$ cat src/rtl/ald_cycle_sequencer.sv
// ALD recipe sequencer: pump-down, then n_cycles of precursor pulse / purge /
// water pulse / purge, timed in DownClock ticks, with stop and interlock handling.
module ald_cycle_sequencer #(
  parameter int unsigned TW = 32,
  parameter int unsigned CW = 16
) (
  input  logic          clk,
  input  logic          rst,
  input  logic          tick,
  input  logic          start,
  input  logic          stop,
  input  logic          interlock_ok,
  input  logic          fault_clr,
  input  logic [TW-1:0] t_pump,
  input  logic [TW-1:0] t_pulse_p,
  input  logic [TW-1:0] t_purge_p,
  input  logic [TW-1:0] t_pulse_w,
  input  logic [TW-1:0] t_purge_w,
  input  logic [CW-1:0] n_cycles,
  output logic          sv_prec,
  output logic          sv_water,
  output logic          vv_vac,
  output logic          busy,
  output logic          done,
  output logic          fault,
  output logic [CW-1:0] cycle_cnt,
  output logic [2:0]    state
);

  typedef enum logic [2:0] {
    S_IDLE   = 3'd0,
    S_PUMP   = 3'd1,
    S_PPULSE = 3'd2,
    S_PPURGE = 3'd3,
    S_WPULSE = 3'd4,
    S_WPURGE = 3'd5,
    S_ABORT  = 3'd6,
    S_FAULT  = 3'd7
  } state_t;

  state_t        state_q, state_d;
  logic [TW-1:0] cnt_q, cnt_d;
  logic [TW-1:0] pump_q, pulse_p_q, purge_p_q, pulse_w_q, purge_w_q;
  logic [CW-1:0] ncyc_q;
  logic [CW-1:0] cycle_d, cycle_nxt;
  logic          start_q, start_rise, latch_cfg, done_d, in_run;

  assign start_rise = start & ~start_q;
  assign in_run     = (state_q inside {S_PUMP, S_PPULSE, S_PPURGE, S_WPULSE, S_WPURGE});
  assign cycle_nxt  = cycle_cnt + CW'(1);
  assign state      = state_q;

  // Next-state, phase timer and cycle counter decode
  always_comb begin
    state_d   = state_q;
    cnt_d     = cnt_q;
    cycle_d   = cycle_cnt;
    done_d    = 1'b0;
    latch_cfg = 1'b0;
    if (in_run && stop) begin
      state_d = S_ABORT;
    end else if (in_run && !interlock_ok) begin
      state_d = S_FAULT;
    end else begin
      case (state_q)
        S_IDLE: begin
          if (start_rise && (n_cycles != '0) && interlock_ok && !stop) begin
            latch_cfg = 1'b1;
            cycle_d   = '0;
            state_d   = S_PUMP;
            cnt_d     = t_pump;
          end
        end
        S_ABORT: begin
          if (!stop) state_d = S_IDLE;
        end
        S_FAULT: begin
          if (fault_clr && interlock_ok) state_d = S_IDLE;
        end
        default: begin
          if (cnt_q == '0) begin
            case (state_q)
              S_PUMP:   begin state_d = S_PPULSE; cnt_d = pulse_p_q; end
              S_PPULSE: begin state_d = S_PPURGE; cnt_d = purge_p_q; end
              S_PPURGE: begin state_d = S_WPULSE; cnt_d = pulse_w_q; end
              S_WPULSE: begin state_d = S_WPURGE; cnt_d = purge_w_q; end
              S_WPURGE: begin
                cycle_d = cycle_nxt;
                if (cycle_nxt == ncyc_q) begin
                  state_d = S_IDLE;
                  done_d  = 1'b1;
                end else begin
                  state_d = S_PPULSE;
                  cnt_d   = pulse_p_q;
                end
              end
              default: ;
            endcase
          end else if (tick) begin
            cnt_d = cnt_q - TW'(1);
          end
        end
      endcase
    end
  end

  // State, timer, latched recipe and Moore outputs decoded from next state
  always_ff @(posedge clk) begin
    if (!rst) begin
      state_q   <= S_IDLE;
      cnt_q     <= '0;
      cycle_cnt <= '0;
      start_q   <= 1'b0;
      pump_q    <= '0;
      pulse_p_q <= '0;
      purge_p_q <= '0;
      pulse_w_q <= '0;
      purge_w_q <= '0;
      ncyc_q    <= '0;
      sv_prec   <= 1'b0;
      sv_water  <= 1'b0;
      vv_vac    <= 1'b0;
      busy      <= 1'b0;
      done      <= 1'b0;
      fault     <= 1'b0;
    end else begin
      state_q   <= state_d;
      cnt_q     <= cnt_d;
      cycle_cnt <= cycle_d;
      start_q   <= start;
      if (latch_cfg) begin
        pump_q    <= t_pump;
        pulse_p_q <= t_pulse_p;
        purge_p_q <= t_purge_p;
        pulse_w_q <= t_pulse_w;
        purge_w_q <= t_purge_w;
        ncyc_q    <= n_cycles;
      end
      sv_prec  <= (state_d == S_PPULSE);
      sv_water <= (state_d == S_WPULSE);
      vv_vac   <= (state_d inside {S_PUMP, S_PPURGE, S_WPURGE, S_ABORT});
      busy     <= (state_d inside {S_PUMP, S_PPULSE, S_PPURGE, S_WPULSE, S_WPURGE});
      done     <= done_d;
      fault    <= (state_d == S_FAULT);
    end
  end

endmodule

$ cat config.mk
export PLATFORM = sky130hd
export DESIGN_NAME = ald_cycle_sequencer
export DESIGN_NICKNAME = d
export VERILOG_FILES = /design/src/rtl/ald_cycle_sequencer.sv
export SDC_FILE = /design/constraint.sdc
export NUM_CORES = 1
export LEC_CHECK = 0
export CORE_ASPECT_RATIO = 0.9
export CORE_MARGIN = 3
export CORE_UTILIZATION = 52
export CTS_CLUSTER_SIZE = 10
export DETAILED_ROUTE_END_ITERATION = 10
export GPL_TIMING_DRIVEN = 0
export PLACE_DENSITY_LB_ADDON = 0.12
export SYNTH_ARGS = -nofsm -noshare
export SYNTH_HDL_FRONTEND = slang
export SYNTH_SLANG_ARGS = --single-unit
$ cat constraint.sdc
create_clock -name clk -period 4.09 [get_ports clk]
set_clock_uncertainty 0.2 [all_clocks]
set_input_delay 0.818 -clock clk [delete_from_list [all_inputs] [get_ports clk]]
set_output_delay 0.818 -clock clk [all_outputs]
set_load 0.01 [all_outputs]
; ---- Word level (Yosys, flattened, before mapping)
; Index checks and enable logic that the tools add are counted.
[word_totals]
reg_bits = 202
input_bits = 183
out_inout_bits = 25
wordCells = 88
[classes]
addsub = 2
eq_ne = 18
n_mux = 24
n_bitwise = 8
n_reduce_logical = 21
[op_table]
columns = cell, n
row1 = 32-bit one-hot mux with 5 select lines, 1
row2 = 32-bit two-way mux, 4
row3 = 32-bit one-hot mux with 2 select lines, 1
row4 = 16-bit two-way mux, 3
row5 = 32-bit zero test, 1
row6 = 16-bit one-hot mux with 2 select lines, 1
row7 = 32-bit by 1-bit subtractor with 32-bit output (second input constant), 1
row8 = 3-bit equality test (second input constant), 8
row9 = 3-bit two-way mux, 6
row10 = 16-bit by 1-bit adder with 16-bit output (second input constant), 1
row11 = 16-bit equality test, 1
row12 = 16-bit nonzero test, 1
row13 = 3-bit one-hot mux with 5 select lines, 1
row14 = 3-bit by 2-bit equality test with 1-bit output (second input constant), 4
row15 = 5-bit nonzero test, 2
row16 = 3-bit one-hot mux with 3 select lines, 1
row17 = 8-bit OR reduction, 1
row18 = 7-bit by 6-bit inequality test with 1-bit output (second input constant), 1
row19 = 1-bit inverter, 7
row20 = 7-bit AND reduction, 1
row21 = 3-bit by 1-bit equality test with 1-bit output (second input constant), 2
row22 = 1-bit logical AND, 6
row23 = 6-bit AND reduction, 1
row24 = 1-bit two-way mux, 5
row25 = other kinds (10), 12

; ---- Logic depth before layout (Yosys ltp)
[logic_depth]
word_depth = 11
ltp_mapped = 12
depth_no_buf = 10

; ---- Least setup slack after synthesis
; OpenSTA, ideal clock, no wires.
[synth_path]
kind = register to register
startpoint = register cycle_cnt[0]
endpoint = register cnt_q[28]
setup_ns = 0.095
t_arrival_ns = 3.019
required_time_ns = 3.795
slack_ns = 0.775
stages_incl_launch_ff = 10
n_path_buf = 1
period_less_slack_ns = 3.315
cell_sequence = dfxtp_1 -> ha_1 -> nand3_1 -> xnor2_1 -> o31a_1 -> or3b_2 -> a2111oi_1 -> a21oi_4 -> buf_2 -> a221oi_1
[synth_via]
elab_chain_len = 4
[synth_lines]
columns = element, line_no
row1 = start: declaration, 26  ; output logic [CW-1:0] cycle_cnt,
row2 = start signal: assignment, 129  ; cycle_cnt <= cycle_d;
row3 = 16-bit by 1-bit adder with 16-bit output, 50  ; assign cycle_nxt = cycle_cnt + CW'(1);
row4 = 16-bit equality test, 89  ; if (cycle_nxt == ncyc_q) begin
row5 = 4-bit by 3-bit inequality test with 1-bit output (no source line), -
row6 = 7-bit AND reduction (no source line), -
row7 = end signal: assignment, 128  ; cnt_q <= cnt_d;
row8 = end: declaration, 42  ; logic [TW-1:0] cnt_q, cnt_d;
; No other way between the ends.
; A chain may end at the register's enable or synchronous reset.

; ---- Final worst setup path
[layout_path]
startpoint = register state_q[2] (netlist: state[2])
endpoint = register pulse_w_q[14]
[layout_via]
elab_chain_len = 5
word_cells_on_any_way = 12
classes_between = 5 x eq/ne / 3 x mux / 4 x reduce/logical
[layout_lines]
columns = element, line_no
row1 = start: declaration, 41  ; state_t state_q, state_d;
row2 = start signal: assignment, 127  ; state_q <= state_d;
row3 = "3-bit by 1-bit equality test with 1-bit output, or another cell as far along", 49  ; assign in_run = (state_q inside {S_PUMP, S_PPULSE, S_PPURGE, S_WPULSE, S_WPURGE});
row4 = 5-bit nonzero test, 49
row5 = 1-bit logical AND, 62  ; end else if (in_run && !interlock_ok) begin
row6 = 1-bit two-way mux, 62
row7 = 1-bit two-way mux *, 60  ; if (in_run && stop) begin
row8 = end signal: assignment, 135  ; pulse_w_q <= t_pulse_w;
row9 = end: declaration, 43  ; logic [TW-1:0] pump_q, pulse_p_q, purge_p_q, pulse_w_q, purge_w_q;
; Mark *: on every way between the ends. The rest lies on a longest branch, timed or not.

==> flow_results.org <==
** Run status
- The flow ran to the end, and the final reports show no timing, DRC or antenna violations.

** Yosys
- The cell count after synthesis came out at 1378.
- Among all flip-flop cells after synthesis, the most frequent one is sky130_fd_sc_hd__dfxtp_1.
- Synth Net Count :: 1564
- In the post-synthesis netlist, the biggest area contributors are sky130_fd_sc_hd__dfxtp_1 40%, sky130_fd_sc_hd__nand2_1 13%, sky130_fd_sc_hd__a21oi_1 11%.
- In this run, synthesis produced a sequential element count of 202.
- Of all cell types, the one taking the most synthesized area is sky130_fd_sc_hd__dfxtp_1.
- Synth Area per Inst :: 7.356 sq um
- Number of warning messages in the yosys log :: 0
- Proportion of register bits with asynchronous set or reset after synthesis :: 0%
- Share of the synthesized area in the top cell type :: 39.90%
- Most common cell in the synthesized netlist :: sky130_fd_sc_hd__nand2_1
- The synthesized design contains 0 enable-type register cells.
- Summing every instance area after synthesis gives 10140 sq um.
- Share of synthesized area occupied by flip-flops and latches :: 39.90%
- Yosys mapped the design onto 59 distinct sky130hd cell types.
- Commonest cells in the netlist :: 353 x sky130_fd_sc_hd__nand2_1, 221 x sky130_fd_sc_hd__a21oi_1, 202 x sky130_fd_sc_hd__dfxtp_1, 93 x sky130_fd_sc_hd__nor2_1, 87 x sky130_fd_sc_hd__clkbuf_1

** Routing
- The count of nets left with antenna violations once routing finished came out at 0.
- Final Routed Wirelength :: 35350 microns
- Across all layers, the routed design uses 11079 vias.
- Routed wirelength normalized by instance count :: 19.02 microns
- DRC Markers :: 0
- Vias per Instance :: 5.960
- Drt initial violations :: 1200
- 1st-pass router iterations :: 6

** Placement
- Before CTS, the worst setup slack after placement is 0.03574 ns.
- Final Wtd Congestion :: 0.9939
- In this run the tool buffered the top-level ports with 207 buffer cells.
- Detail Placement HPWL :: 26720 microns

** Timing
- In the post-route analysis, the smallest setup slack over all paths is 0.2492 ns.
- The worst path uses 93.91% of the clock period.
- Worst slack on hold paths :: 0.2546 ns
- Number of failing setup endpoints in the final timing report :: 0
- Setup repair after global routing missed its margin :: false
- Clock period minus worst slack :: 3.841 ns
- Relative slew slack :: 41.48%
- For this run, the top clock speed supported by timing is 260.4 MHz.
- Pins Over Slew Limit :: 0
- At the pin with the least slew margin, the transition time is 0.8699 ns.
- Final hold violations :: 0
- After routing, the total negative slack on setup checks comes to 0 ns.

** Layout
- Ratio of cells with drive above 1 in the final layout :: 3.346%
- Final Util :: 70.39%
- In the final design database the tool counted 1797 nets.
- The repair_antennas step left the layout with diodes totalling 0.
- Layout Area Growth over Synthesis :: 30.28%

** Worst setup path
- Worst Setup Path Type :: register to register
- The worst setup path is launched from a register.
- Data required time at the worst endpoint :: 4.33 ns
- Most common cell on crit path :: sky130_fd_sc_hd__clkbuf_1
- Arrival time worst endpoint :: 4.09 ns
- For this design, the slowest cell found on the critical path is sky130_fd_sc_hd__clkbuf_1.
- Traced cell by cell, the critical path runs through clkbuf_1, or3_1, clkbuf_1, nor4_1, and2_1, clkbuf_1, clkbuf_1, buf_1, nand2_1, a21oi_1.
- Delay of the slowest critical-path stage :: 0.64 ns
- CP max FO :: 10
- STA classifies the critical path endpoint as a register.

** Clocking
- Clk Tree Root Cell :: sky130_fd_sc_hd__clkbuf_16
- CTS tree :: yes
- The clock drives 202 sinks.
- Buffers inserted during clock tree synthesis total 24.
- Clock insertion delay at the later pin of the skew report :: 0.53 ns
- For this design, the CTS-stage hold fixing added 0 buffers.
- The clock passes through at most 3 buffers.
- H-tree levels :: 1
- Clock-pin transition on the worst setup and hold timing paths :: 0.06 ns

** Global routing
- Initial antenna violation count :: 0
- GRT Residual Overflow :: 0
- GRT Total Usage :: 31.44%
- Number of global-route vias before repair :: 10337
- Entering global routing, the biggest net connects 14 pins.
- The first global-routing pass estimated 54590 microns of wire.

** Pwr
- Sw Ratio :: 41.19%
- Pwr per Cell Area :: 598.0 nW/um^2
- Pleak :: 4.397 nW
- P_sw :: 3.252 mW
- Peak supply drop :: 0.3095 mV
- Cell-internal power :: 4.644 mW
- Sequential cells burn 31.1% of the power.
- Combinational Power Share :: 44.5%
- Share of power burned in the clock network :: 24.4%

** Die
- 208 I/O pins were placed.
- In this run the core area contains 47 standard-cell rows.
- The die covers 21210 sq um.
- The floorplan step set the die width to 153.2 microns.
- The core region is 18760 sq um.
- Measured along the y axis, the die boundary spans 138.5 microns.
- Initial Util :: 54.03%

** Min path
- Min-Delay Path Class :: register to register

** Flow run
- Max-Cap Viols :: 0
per-layer routing:
metal	global-route usage (%)	part of all wire (%)	wire length, microns
met5	0	0	0
met4	9.845	3.5	1233
met3	6.063	11	3816
met2	48.24	44	15440
met1	44.91	42	14860
flip-flops by register name, summed over array words and instances, names as in the netlist:
name       cells
purge_p_q     32
sv_water       1
sv_prec        1
cycle_cnt     16
start_q        1
purge_w_q     32
pulse_p_q     32
cnt_q         32
vv_vac         1
busy           1
pulse_w_q     32
state          3
done           1
ncyc_q        16
fault          1
cells by family after synthesis:
logic type / count (synthesis) / share of synthesized area [%]
AO/OA/AOI/OAI: 391 / 22.47
flip-flops: 202 / 39.90
buffers and inverters: 118 / 4.592
XOR/XNOR: 48 / 4.148
AND/OR/NAND/NOR: 569 / 23.80
adder cells (fa/ha/maj): 3 / 0.3704
multiplexers: 47 / 4.728
path summary, 6_finish.rpt:
kind         cells past startpoint  slack, ns       endpoint          start
min                              2       0.25  purge_w_q[22]  purge_w_q[22]
max                             10       0.25  pulse_w_q[14]       state[2]
min reg2reg                      2       0.25  purge_w_q[22]  purge_w_q[22]
max reg2reg                     10       0.25  pulse_w_q[14]       state[2]
per-stage QoR:
| stage | total power [mW] | std cells | area [sq um] |
|---|---|---|---|
| floorplan | 4.808 | 1378 | 10140 |
| global placement | 5.781 | 1830 | 12510 |
| detailed placement | 5.843 | 1830 | 12510 |
| CTS | 7.761 | 1859 | 13200 |
| global route | 8.299 | 1859 | 13210 |
| finish | 7.897 | 1859 | 13210 |
power by group through the flow:
stage,clock [mW],sequential [mW],combinational [mW]
floorplan,0,2.42,2.39
finish,1.93,2.46,3.51
detailed placement,0,2.48,3.36
global route,2.01,2.48,3.81
CTS,1.92,2.44,3.39
global placement,0,2.48,3.31
critical path: cells and delay by family (launching register included):
kind                   cells  cell delay [ns]
DFF                        1             0.35
and+or+nand+nor            4             1.06
AOI/OAI and AO/OA          1             0.16
buffers and inverters      5             1.96
cell usage in the layout, fill, tap and decap left out, types with 3 or more instances in the layout:
cell and n:
sky130_fd_sc_hd__nand2_1 353, sky130_fd_sc_hd__a21oi_1 221, sky130_fd_sc_hd__clkdlybuf4s50_1 207, sky130_fd_sc_hd__dfxtp_1 202, sky130_fd_sc_hd__nor2_1 93, sky130_fd_sc_hd__clkbuf_1 89, sky130_fd_sc_hd__a211oi_1 54, sky130_fd_sc_hd__o21ai_0 53
sky130_fd_sc_hd__mux2i_1 40, sky130_fd_sc_hd__xnor2_1 29, sky130_fd_sc_hd__nand3_1 26, sky130_fd_sc_hd__nor3_1 26, sky130_fd_sc_hd__clkbuf_16 24, sky130_fd_sc_hd__nor4_1 21, sky130_fd_sc_hd__xor2_1 19, sky130_fd_sc_hd__o211ai_1 16
sky130_fd_sc_hd__nand4_1 12, sky130_fd_sc_hd__buf_1 11, sky130_fd_sc_hd__or3_1 9, sky130_fd_sc_hd__buf_2 9, sky130_fd_sc_hd__a31oi_1 9, sky130_fd_sc_hd__a221oi_1 9, sky130_fd_sc_hd__inv_1 7, sky130_fd_sc_hd__mux2_2 7
sky130_fd_sc_hd__nor2b_1 6, sky130_fd_sc_hd__and3_1 5, sky130_fd_sc_hd__or4_1 5, sky130_fd_sc_hd__a311oi_1 5, sky130_fd_sc_hd__o22ai_1 3, sky130_fd_sc_hd__ha_1 3
cell type report:
type	instances	area (sq um)
Buffer	109	431.7
Clock buffer	27	621.8
Clock inverter	2	60.06
Fill cell	1606	5554
Inverter	9	33.78
Multi-Input combinational cell	1058	5635
Sequential cell	202	4044
Tap cell	245	306.5
Timing Repair Buffer	207	2072
repair_timing:
action | in CTS | in global routing
resized for setup | 0 | 1
endpoints found under the setup margin | 0 | 4
setup buffers | 0 | 0
No activity file was read; power rests on OpenSTA's default activity.
